**src/rtl/serial_byte_framer_pkg.sv**
```systemverilog
// ----------------------------------------------------------------------------
// serial_framer_pkg
//
// Shared types and constants for the serial byte framer.
//   framer_state_t : framer state machine encoding (WARMUP, HUNT, LOCKED)
//   fifo_entry_t   : one output FIFO entry (start-of-frame flag + data byte)
//   WARMUP_CYCLES  : cycles spent ignoring the deserializer after reset
// ----------------------------------------------------------------------------
package serial_framer_pkg;

    typedef enum logic [1:0] {
        WARMUP = 2'd0,
        HUNT   = 2'd1,
        LOCKED = 2'd2
    } framer_state_t;

    typedef struct packed {
        logic       sof;
        logic [7:0] data;
    } fifo_entry_t;

    // The deserializer needs eight shifts before its window holds only
    // freshly received bits instead of its reset pattern.
    localparam int WARMUP_CYCLES = 8;

endpackage

```
**src/rtl/serial_byte_framer_if.sv**
```systemverilog
// ----------------------------------------------------------------------------
// serial_byte_framer_if
//
// Valid/ready byte stream from the framer to its consumer.
//   BYTE_OUT   : head byte of the framer output FIFO
//   BYTE_SOF   : head byte is the first data byte of a frame
//   BYTE_VALID : a byte is available
//   BYTE_READY : consumer takes the head byte when BYTE_VALID is high
// Modports: master = framer side, slave = consumer side.
// ----------------------------------------------------------------------------
interface serial_byte_framer_if;

    logic [7:0] BYTE_OUT;
    logic       BYTE_SOF;
    logic       BYTE_VALID;
    logic       BYTE_READY;

    modport master (
        output BYTE_OUT,
        output BYTE_SOF,
        output BYTE_VALID,
        input  BYTE_READY
    );

    modport slave (
        input  BYTE_OUT,
        input  BYTE_SOF,
        input  BYTE_VALID,
        output BYTE_READY
    );

endinterface

```
**src/rtl/serial_byte_framer_byte_fifo.sv**
```systemverilog
// ----------------------------------------------------------------------------
// byte_fifo
//
// Show-ahead FIFO of fifo_entry_t used as the framer output buffer.
//   CLK, nRST      : clock, asynchronous active-low reset
//   push           : request to store push_entry
//   push_entry     : entry to store
//   pop            : consumer ready; only acts while the FIFO is non-empty
//   head           : current head entry (all zero while empty)
//   valid          : FIFO non-empty
//   level          : number of stored entries
//   overflow_pulse : a push was dropped this cycle because the FIFO was full
// ----------------------------------------------------------------------------
module byte_fifo
    import serial_framer_pkg::*;
#(
    parameter int FIFO_DEPTH = 4,
    localparam int PTR_W = $clog2(FIFO_DEPTH),
    localparam int LVL_W = PTR_W + 1
) (
    input  logic              CLK,
    input  logic              nRST,
    input  logic              push,
    input  fifo_entry_t       push_entry,
    input  logic              pop,
    output fifo_entry_t       head,
    output logic              valid,
    output logic [LVL_W-1:0]  level,
    output logic              overflow_pulse
);

    fifo_entry_t      mem [FIFO_DEPTH];
    logic [PTR_W-1:0] wr_ptr;
    logic [PTR_W-1:0] rd_ptr;
    logic             full;
    logic             empty;
    logic             do_push;
    logic             do_pop;

    assign full  = (level == LVL_W'(FIFO_DEPTH));
    assign empty = (level == '0);
    assign valid = !empty;

    // A pop frees the head slot in the same cycle, so a full FIFO can still
    // accept a push when the consumer is taking a byte at the same time.
    assign do_pop         = pop && !empty;
    assign do_push        = push && (!full || do_pop);
    assign overflow_pulse = push && full && !do_pop;

    // Gate the head so the outputs read zero while nothing is stored.
    assign head = valid ? mem[rd_ptr] : '0;

    // Storage array; contents are only meaningful between the pointers, so
    // it needs no reset.
    always_ff @(posedge CLK) begin
        if (do_push) begin
            mem[wr_ptr] <= push_entry;
        end
    end

    // Pointers wrap naturally because the depth is a power of two; the level
    // counter tracks occupancy so full and empty never become ambiguous.
    always_ff @(posedge CLK or negedge nRST) begin
        if (!nRST) begin
            wr_ptr <= '0;
            rd_ptr <= '0;
            level  <= '0;
        end else begin
            if (do_push) begin
                wr_ptr <= wr_ptr + 1'b1;
            end
            if (do_pop) begin
                rd_ptr <= rd_ptr + 1'b1;
            end
            case ({do_push, do_pop})
                2'b10:   level <= level + 1'b1;
                2'b01:   level <= level - 1'b1;
                default: level <= level;
            endcase
        end
    end

endmodule

```
**src/rtl/serial_byte_framer.sv**
```systemverilog
// ----------------------------------------------------------------------------
// serial_byte_framer
//
// Watches the parallel window of an LSB-first right-shift deserializer,
// hunts for SYNC_BYTE, then samples every eighth window as a byte. The sync
// position of each frame is checked and MISS_LIMIT consecutive misses drop
// lock. Data bytes are queued in a small FIFO towards the consumer.
//   CLK, nRST  : clock, asynchronous active-low reset
//   SR_WINDOW  : deserializer register, newest bit in [7]
//   byte_if    : valid/ready output stream (master side)
//   LOCKED     : framer is locked to the frame structure
//   OVERFLOW   : sticky, a data byte was dropped because the FIFO was full
//   CLR_OVF    : synchronous clear of OVERFLOW (a new drop wins)
//   FIFO_LEVEL : number of queued bytes
// ----------------------------------------------------------------------------
module serial_byte_framer
    import serial_framer_pkg::*;
#(
    parameter logic [7:0] SYNC_BYTE  = 8'hA5,
    parameter int         FRAME_LEN  = 16,
    parameter int         MISS_LIMIT = 2,
    parameter int         FIFO_DEPTH = 4,
    localparam int        LVL_W      = $clog2(FIFO_DEPTH) + 1
) (
    input  logic                 CLK,
    input  logic                 nRST,
    input  logic [7:0]           SR_WINDOW,
    serial_byte_framer_if.master byte_if,
    output logic                 LOCKED,
    output logic                 OVERFLOW,
    input  logic                 CLR_OVF,
    output logic [LVL_W-1:0]     FIFO_LEVEL
);

    localparam int IDX_W  = $clog2(FRAME_LEN);
    localparam int MISS_W = $clog2(MISS_LIMIT + 1);
    localparam int WARM_W = $clog2(WARMUP_CYCLES);

    framer_state_t     state;
    framer_state_t     state_next;
    logic [WARM_W-1:0] warm_cnt;
    logic [2:0]        bit_cnt;
    logic [IDX_W-1:0]  byte_idx;
    logic [MISS_W-1:0] miss_cnt;
    logic [MISS_W-1:0] miss_inc;

    logic              sync_match;
    logic              warm_done;
    logic              capture;
    logic              at_sync;
    logic              idx_last;
    logic              lose_lock;

    logic              push;
    fifo_entry_t       push_entry;
    fifo_entry_t       head;
    logic              fifo_valid;
    logic              ovf_pulse;

    assign sync_match = (SR_WINDOW == SYNC_BYTE);
    assign warm_done  = (warm_cnt == WARM_W'(WARMUP_CYCLES - 1));
    assign capture    = (state == serial_framer_pkg::LOCKED) && (bit_cnt == 3'd7);
    assign at_sync    = (byte_idx == '0);
    assign idx_last   = (byte_idx == IDX_W'(FRAME_LEN - 1));
    assign miss_inc   = miss_cnt + 1'b1;

    // Lock is lost on the sync-position capture whose miss brings the
    // running miss count up to the limit.
    assign lose_lock  = capture && at_sync && !sync_match &&
                        (miss_inc == MISS_W'(MISS_LIMIT));

    // State register.
    always_ff @(posedge CLK or negedge nRST) begin
        if (!nRST) begin
            state <= serial_framer_pkg::WARMUP;
        end else begin
            state <= state_next;
        end
    end

    // Next-state logic: wait out the deserializer reset pattern, hunt for
    // the sync byte, then stay locked until too many syncs are missed.
    always_comb begin
        state_next = state;
        case (state)
            serial_framer_pkg::WARMUP: begin
                if (warm_done) begin
                    state_next = serial_framer_pkg::HUNT;
                end
            end
            serial_framer_pkg::HUNT: begin
                if (sync_match) begin
                    state_next = serial_framer_pkg::LOCKED;
                end
            end
            serial_framer_pkg::LOCKED: begin
                if (lose_lock) begin
                    state_next = serial_framer_pkg::HUNT;
                end
            end
            default: state_next = serial_framer_pkg::WARMUP;
        endcase
    end

    // Position counters. On a sync match the sync byte itself counts as
    // byte 0, so the next captured byte is index 1 and bit counting starts
    // from zero on the following cycle.
    always_ff @(posedge CLK or negedge nRST) begin
        if (!nRST) begin
            warm_cnt <= '0;
            bit_cnt  <= '0;
            byte_idx <= '0;
            miss_cnt <= '0;
        end else begin
            case (state)
                serial_framer_pkg::WARMUP: begin
                    warm_cnt <= warm_cnt + 1'b1;
                end
                serial_framer_pkg::HUNT: begin
                    if (sync_match) begin
                        bit_cnt  <= '0;
                        byte_idx <= IDX_W'(1);
                        miss_cnt <= '0;
                    end
                end
                serial_framer_pkg::LOCKED: begin
                    bit_cnt <= bit_cnt + 1'b1;
                    if (capture) begin
                        byte_idx <= idx_last ? '0 : byte_idx + 1'b1;
                        if (at_sync) begin
                            miss_cnt <= sync_match ? '0 : miss_inc;
                        end
                    end
                end
                default: begin
                    warm_cnt <= '0;
                end
            endcase
        end
    end

    // Outputs of the state machine: lock indication and the FIFO push for
    // every captured byte that is not in the sync position.
    always_comb begin
        LOCKED     = (state == serial_framer_pkg::LOCKED);
        push       = 1'b0;
        push_entry = '0;
        if (capture && !at_sync) begin
            push            = 1'b1;
            push_entry.sof  = (byte_idx == IDX_W'(1));
            push_entry.data = SR_WINDOW;
        end
    end

    byte_fifo #(
        .FIFO_DEPTH (FIFO_DEPTH)
    ) u_fifo (
        .CLK            (CLK),
        .nRST           (nRST),
        .push           (push),
        .push_entry     (push_entry),
        .pop            (byte_if.BYTE_READY),
        .head           (head),
        .valid          (fifo_valid),
        .level          (FIFO_LEVEL),
        .overflow_pulse (ovf_pulse)
    );

    assign byte_if.BYTE_OUT   = head.data;
    assign byte_if.BYTE_SOF   = head.sof;
    assign byte_if.BYTE_VALID = fifo_valid;

    // Sticky overflow flag; a drop in the same cycle as a clear keeps it set.
    always_ff @(posedge CLK or negedge nRST) begin
        if (!nRST) begin
            OVERFLOW <= 1'b0;
        end else if (ovf_pulse) begin
            OVERFLOW <= 1'b1;
        end else if (CLR_OVF) begin
            OVERFLOW <= 1'b0;
        end
    end

endmodule

```
**src/flat_wrapper.sv**
```systemverilog
// flat-port wrapper written by rule: the top's interface ports become plain ports
module serial_byte_framer_flat import serial_framer_pkg::*;
#(
    parameter logic [7:0] SYNC_BYTE  = 8'hA5,
    parameter int         FRAME_LEN  = 16,
    parameter int         MISS_LIMIT = 2,
    parameter int         FIFO_DEPTH = 4,
    localparam int        LVL_W      = $clog2(FIFO_DEPTH) + 1
)
  (CLK, nRST, SR_WINDOW, LOCKED, OVERFLOW, CLR_OVF, FIFO_LEVEL, byte_if_BYTE_OUT, byte_if_BYTE_SOF, byte_if_BYTE_VALID, byte_if_BYTE_READY);
  serial_byte_framer_if byte_if_i ();
  input  logic CLK;
  input  logic nRST;
  input  logic [7:0] SR_WINDOW;
  output logic LOCKED;
  output logic OVERFLOW;
  input  logic CLR_OVF;
  output logic [LVL_W-1:0] FIFO_LEVEL;
  output wire logic [$bits(byte_if_i.BYTE_OUT)-1:0] byte_if_BYTE_OUT;
  output wire logic [$bits(byte_if_i.BYTE_SOF)-1:0] byte_if_BYTE_SOF;
  output wire logic [$bits(byte_if_i.BYTE_VALID)-1:0] byte_if_BYTE_VALID;
  input wire logic [$bits(byte_if_i.BYTE_READY)-1:0] byte_if_BYTE_READY;
  assign byte_if_BYTE_OUT = byte_if_i.BYTE_OUT;
  assign byte_if_BYTE_SOF = byte_if_i.BYTE_SOF;
  assign byte_if_BYTE_VALID = byte_if_i.BYTE_VALID;
  assign byte_if_i.BYTE_READY = byte_if_BYTE_READY;
  serial_byte_framer #(.SYNC_BYTE(SYNC_BYTE), .FRAME_LEN(FRAME_LEN), .MISS_LIMIT(MISS_LIMIT), .FIFO_DEPTH(FIFO_DEPTH)) u_core (.CLK(CLK), .nRST(nRST), .SR_WINDOW(SR_WINDOW), .byte_if(byte_if_i), .LOCKED(LOCKED), .OVERFLOW(OVERFLOW), .CLR_OVF(CLR_OVF), .FIFO_LEVEL(FIFO_LEVEL));
endmodule
```
**config.mk**
```make
export PLATFORM = sky130hd
export DESIGN_NAME = serial_byte_framer_flat
export DESIGN_NICKNAME = d
export VERILOG_FILES = /design/src/rtl/serial_byte_framer_pkg.sv /design/src/rtl/serial_byte_framer_if.sv /design/src/rtl/serial_byte_framer_byte_fifo.sv /design/src/rtl/serial_byte_framer.sv /design/src/flat_wrapper.sv
export SDC_FILE = /design/constraint.sdc
export NUM_CORES = 1
export LEC_CHECK = 0
export CAP_MARGIN = 25
export CORE_ASPECT_RATIO = 0.9
export CORE_MARGIN = 5
export CORE_UTILIZATION = 45
export CTS_CLUSTER_DIAMETER = 200
export DETAILED_ROUTE_END_ITERATION = 6
export PLACE_DENSITY = 0.75
export SLEW_MARGIN = 25
export SYNTH_ARGS = -nofsm -noshare
export SYNTH_HDL_FRONTEND = slang
export SYNTH_SLANG_ARGS = --single-unit
```
**constraint.sdc**
```tcl
create_clock -name CLK -period 3.7 [get_ports CLK]
set_clock_uncertainty 0.15 [all_clocks]
set_input_delay 0.74 -clock CLK [delete_from_list [all_inputs] [get_ports CLK]]
set_output_delay 0.74 -clock CLK [all_outputs]
set_load 0.01 [all_outputs]
```
## After elaboration in Yosys (flattened, before gate mapping)

Memories as Yosys holds them, arrays and structs flattened.
Index checks and enable logic that the tools add are counted.

| storage, ports and cells | value |
|---|---|
| register bits after elaboration | 22 |
| RAM bits | 36 |
| input bits | 12 |
| output and inout port bits | 15 |
| memories kept | 1 |

| cells by class | value |
|---|---|
| add/subtract/negate cells | 8 |
| eq/ne operators | 16 |
| multiplexer cells | 24 |
| reduce and logical (&&, ||, !) cells | 26 |

Memories:

| name | depth | width | rd ports | clocked after memory_dff | write ports | line | source |
|---|---|---|---|---|---|---|---|
| u_core.u_fifo.mem | 4 | 9 | 1 | 0 | 1 | serial_byte_framer_byte_fifo.sv:32 | `fifo_entry_t mem [FIFO_DEPTH];` |

Operators with widths:

| cell | number |
|---|---|
| 2-to-1 mux 9 bit | 2 |
| one-hot mux 3 bit (2 select lines) | 3 |
| 2-to-1 mux 2 bit | 7 |
| 2-to-1 mux 4 bit | 3 |
| inequality test 2 x 1 -> 1 bit (second input constant) | 5 |
| adder 3 x 1 -> 3 bit (second input constant) | 3 |
| == test 3 bit (second input constant) | 3 |
| logical AND 1 bit | 9 |
| == test 8 bit (second input constant) | 1 |
| one-hot mux 4 bit (2 select lines) | 1 |
| adder 2 x 1 -> 2 bit (second input constant) | 3 |
| == test 2 bit (second input constant) | 3 |
| one-hot mux 2 bit (3 select lines) | 1 |
| AND reduction 3 bit | 2 |
| nonzero test 2 bit | 3 |
| zero test 1 bit | 5 |
| 2-to-1 mux 1 bit | 5 |
| adder 4 x 1 -> 4 bit (second input constant) | 1 |
| == test 2 x 1 -> 1 bit (second input constant) | 2 |
| == test 4 x 1 -> 1 bit (second input constant) | 1 |
| == test 4 bit (second input constant) | 1 |
| zero test 4 bit | 1 |
| one-hot mux 2 bit (2 select lines) | 1 |
| AND reduction 4 bit | 1 |
| other kinds (7) | 7 |

## Depth between registers and ports, before layout

Gate-level depths: netlist of the first run.

| logic depth | value |
|---|---|
| depth in word-level cells | 7 |
| mapped depth | 10 |
| gate-level depth less buffers | 9 |

## Hierarchy

From an unflattened synthesis of the first run, not the netlist that was laid out.

| unflattened totals | value |
|---|---|
| cell total of the unflattened synthesis | 197 |
| area total of the unflattened synthesis | 2,862.7 um2 |

By module, submodules not included:

| module | instances | cells each | area an instance (um2) |
|---|---|---|---|
| byte_fifo | 1 | 95 | 1,799.2 |
| serial_byte_framer | 1 | 102 | 1,063.5 |

## Worst setup path after synthesis of the first run

No wires, ideal clock.

| timing path | value |
|---|---|
| path type | register -> register |
| start point | register u_core.bit_cnt[0] |
| end point | register u_core.u_fifo.level[2] |
| setup time | 133 ps |
| arrival time | 2,365 ps |
| data required time | 3,417 ps |
| setup slack | 1,052 ps |
| cell stages (with the launch flop) | 11 |
| clock period less this slack | 2,648 ps |
| cell sequence | dfrtp_1 ha_1 ha_1 buf_2 nand2_1 or2_4 nand3_1 fa_1 or4_4 o211ai_1 o211ai_2 |

| on the way | value |
|---|---|
| word-level cells in the longest chain between the ends | 7 |
| elaborated cells on any way between the ends | 9 |

Ends and longest elaborated chain:

| item | line | source |
|---|---|---|
| start, declared | serial_byte_framer.sv:42 | `logic [2:0] bit_cnt;` |
| start signal, assigned | serial_byte_framer.sv:127 | `bit_cnt <= bit_cnt + 1'b1;` |
| == test 3 bit * | serial_byte_framer.sv:62 | `assign capture = (state == serial_framer_pkg::LOCKED) && (bit_cnt == 3'd7);` |
| logical AND 1 bit * | serial_byte_framer.sv:62 |  |
| logical AND 1 bit * | serial_byte_framer.sv:148 | `if (capture && !at_sync) begin` |
| 2-to-1 mux 1 bit * | serial_byte_framer.sv:148 |  |
| logical AND 1 bit * | serial_byte_framer_byte_fifo.sv:47 | `assign do_push = push && (!full \|\| do_pop);` |
| == test 2 x 1 -> 1 bit or == test 2 bit (tied branches) | serial_byte_framer_byte_fifo.sv:75 | `case ({do_push, do_pop})` |
| one-hot mux 3 bit (2 select lines) or nonzero test 2 bit (tied branches) | n/a |  |
| end signal, assigned | serial_byte_framer_byte_fifo.sv:76 | `2'b10: level <= level + 1'b1;` |
| end signal, assigned | serial_byte_framer_byte_fifo.sv:77 | `2'b01: level <= level - 1'b1;` |
| end signal, assigned | serial_byte_framer_byte_fifo.sv:78 | `default: level <= level;` |
| end, declared | serial_byte_framer_byte_fifo.sv:28 | `output logic [LVL_W-1:0] level,` |

Mark *: on every way between the ends. The rest lies on a longest branch, timed or not.
A chain may end at the register's enable or synchronous reset.

## Worst setup path after layout of the first run

| timing path | value |
|---|---|
| start point | register u_core.u_fifo.rd_ptr[0] |
| end point | output byte_if_BYTE_OUT[3] |

| on the way | value |
|---|---|
| word-level cells in the longest chain between the ends | 2 |

Ends and longest elaborated chain:

| item | line | source |
|---|---|---|
| start, declared | serial_byte_framer_byte_fifo.sv:34 | `logic [PTR_W-1:0] rd_ptr;` |
| start signal, assigned | serial_byte_framer_byte_fifo.sv:73 | `rd_ptr <= rd_ptr + 1'b1;` |
| memory read (4 x 9 bit) | n/a |  |
| 2-to-1 mux 9 bit | serial_byte_framer_byte_fifo.sv:51 | `assign head = valid ? mem[rd_ptr] : '0;` |
| end, declared | flat_wrapper.sv:19 | `output wire logic [$bits(byte_if_i.BYTE_OUT)-1:0] byte_if_BYTE_OUT;` |

No other way between the ends.

==> metrics.md, run 1 <==
| Metric | Value |
|---|---|
| Status | finished clean |
| Clk slew on worst S/H paths | about 70 ps |
| Crit-path max FO | 11 |
| Critical Path RT | about 2800 ps |
| TritonCTS Buffers | 9 |
| Hold WC Path Type | primary input to async pin |
| Leakage | around 1.4 nW |
| Fin crit share | 0.873 |
| Pwr dens | about 550 mW/mm^2 |
| Tmin final | about 3200 ps |
| Deepest clock path buffer count | 2 |
| Total GRT Usage | 0.148 |
| DPL Wire Length | approximately 3800 um |
| DRC marker count from the first detailed-route iteration | 86 |
| Slew Limit Fails | 0 |
| Htree depth | 3 |
| Initial antenna violation count | 0 |
| Synth unique cells | 52 |
| Num ports | 27 |
| Synth async-reset ratio | 0.379 |
| Worst vdd ir | about 350 uV |
| Post-synth top area share | 0.374 |
| Grt ovf | 0 |
| Number of remaining DRC errors | 0 |
| Area delta synth->final | 19.3% |
| Fin cells | ~340 |
| Commonest non-fill, non-tap cells in the layout | edfxtp_1, clkdlybuf4s50_1, and2_1, dfrtp_1, nand2_1 |
| Final instance area | between 0.003 and 0.004 sq mm |
| TritonCTS clock tree | built |
| Largest net degree at the start of global routing | 23 |
| Post-CTS setup buffers | 0 |
| Max Fclk | 309 MHz |
| Mean post-synth cell area | around 13 sq um |
| FP Rows | 27 |
| Max-cap violations | 0 |
| Sink Count | 58 |
| # nets final | approximately 270 |
| Die X | approximately 95 um |
| Synth warnings | 0 |
| Cell Area, Synth | ~0.0029 sq mm |
| Post-synthesis sequential area ratio | 0.564 |
| CP arrival | 2340 ps |
| Routed len/inst | roughly 16 um |
| Crit path kind | flop to output port |
| Setup TNS | 0 ps |
| Root Buffer | clkbuf_8 |
| Routed via count | between 1.5k and 2k |
| PnR worst setup slack | 468 ps |
| Top FF cell, synth | edfxtp_1 |
| Placement Setup Slack | roughly 720 ps |
| Fin. Hold Viols | 0 |
| Total power | approximately 1.9 mW |
| I/O Buffers | 26 |
| DP Area | between 0.003 and 0.004 sq mm |
| Crit. End Element | output port |
| Worst hold slack | roughly 220 ps |
| EDFF count, synth | 36 |
| Finish-stage setup viols | 0 |
| Ant. Diodes | 0 |
| Die area | around 0.008 sq mm |
| Vias in the first global route | 1818 |
| Hold Buf Count CTS | 0 |
| RSZ-0062 raised after global routing | false |
| Post-synthesis sequential element count | 58 |
| Util after Layout | 0.558 |
| Post-synth top area cell | edfxtp_1 |
| Syn nets | between 200 and 250 |
| Drt via density | 5.30 |
| Synth area leaders | edfxtp_1, dfrtp_1, mux4_2, ha_1, and2_1 |
| Routed WL | between 5000 and 6000 um |
| Post-route antenna net violation count | 0 |
| Post-CTS sizing | 0 |
| Worst-Skew Late Latency | between 300 and 400 ps |
| Post-Synthesis Cells | between 200 and 250 |
| Commonest non-fill, non-tap cell in the layout | edfxtp_1 |
| GP Congestion | 0.768 |
| Initial core utilization | 0.468 |
| Placed insts | between 300 and 400 |
| Core area | 0.00618 sq mm |
| Router iterations before antenna repair | 4 |
| Actual slew at the worst max-slew pin | a little over 700 ps |
| Crit start category | flop |
| Slew headroom | 0.513 |
| Die Y-Extent | 86.1 um |
| Global-route wire length before repair | between 9000 and 10000 um |
| Share of cells above drive strength 1 | 0.155 |
routing by layer:
layer | global-route usage | up-vias | part of all wire
met5 | 0 | - | 0
met4 | 0.0524 | 0 | 0.012
met3 | 0.0404 | 6 | 0.041
met2 | 0.240 | 38 | 0.49
met1 | 0.192 | 887 | 0.46
li1 | - | 859 | -
cell type report:
type	count	area, sq um
clock buffer	9	124
clock inverter	7	93.8
fill	481	2730
inverter	12	45.0
multi-input combinational	138	1190
sequential	58	1630
tap	87	109
timing repair buffer	27	263
Yosys cell counts (3+ instances only):
library cell and n:
clkbuf_1 3, nand2_1 19, nand3_1 6, or3_1 3, and2_1 23, dfrtp_1 22, buf_2 4, inv_1 12
a21oi_1 6, ha_1 15, o21ai_0 4, nor2_1 3, mux4_2 9, edfxtp_1 36, xnor2_1 4, a22o_1 5
cell families after synthesis:
family          Yosys count  synth area share
fa+ha+maj                16            0.0718
xor+xnor                  4            0.0121
buf+inv                  19            0.0264
flops                    58             0.564
compound gates           35            0.0981
simple gates             71             0.145
mux                      12            0.0826
power breakdown:
group	leakage (nW)	internal (mW)	switching, mW
Combinational	0.609	0.209	0.227
Clock	0.107	0.377	0.261
Sequential	0.690	0.726	0.0956
Total	1.41	1.31	0.584
critical path: stages, from the launching register on:
cell and delay [ps]:
dfrtp_1 760, mux4_2 590, and2_1 170, clkdlybuf4s50_1 480
path summary, 6_finish.rpt:
check	start	endpoint	slack [ps]	cells past startpoint
worst max-delay path	u_core.u_fifo.rd_ptr[0]$_DFFE_PN0N_	byte_if_BYTE_OUT[3]	470	3
worst min-delay path	nRST	u_core.u_fifo.level[2]$_DFFE_PN0P_	220	1
worst max register to register	u_core.byte_idx[0]$_DFFE_PN0P_	u_core.u_fifo.level[2]$_DFFE_PN0P_	840	9
worst min register to register	u_core.warm_cnt[1]$_DFFE_PN0N_	u_core.warm_cnt[1]$_DFFE_PN0N_	350	2
max in group asynchronous	nRST	u_core.warm_cnt[2]$_DFFE_PN0N_	2820	1
min in group CLK	u_core.warm_cnt[1]$_DFFE_PN0N_	u_core.warm_cnt[1]$_DFFE_PN0N_	350	2
registers in the layout, summed over array words and instances, names as in the netlist:
name	cells
u_core.u_fifo.mem	36
u_core.byte_idx	4
u_core.bit_cnt	3
u_core.u_fifo.level	3
u_core.warm_cnt	3
u_core.miss_cnt	2
u_core.state	2
u_core.u_fifo.rd_ptr	2
u_core.u_fifo.wr_ptr	2
u_core.OVERFLOW	1
Power figures use the tool's default switching activity.
==> inputs of run 2 (changes only) <==
Settings changed: CTS_CLUSTER_SIZE from default to 8.
==> results of run 2 <==
No change in the layout: final DEF, timing and power equal those of run 1.
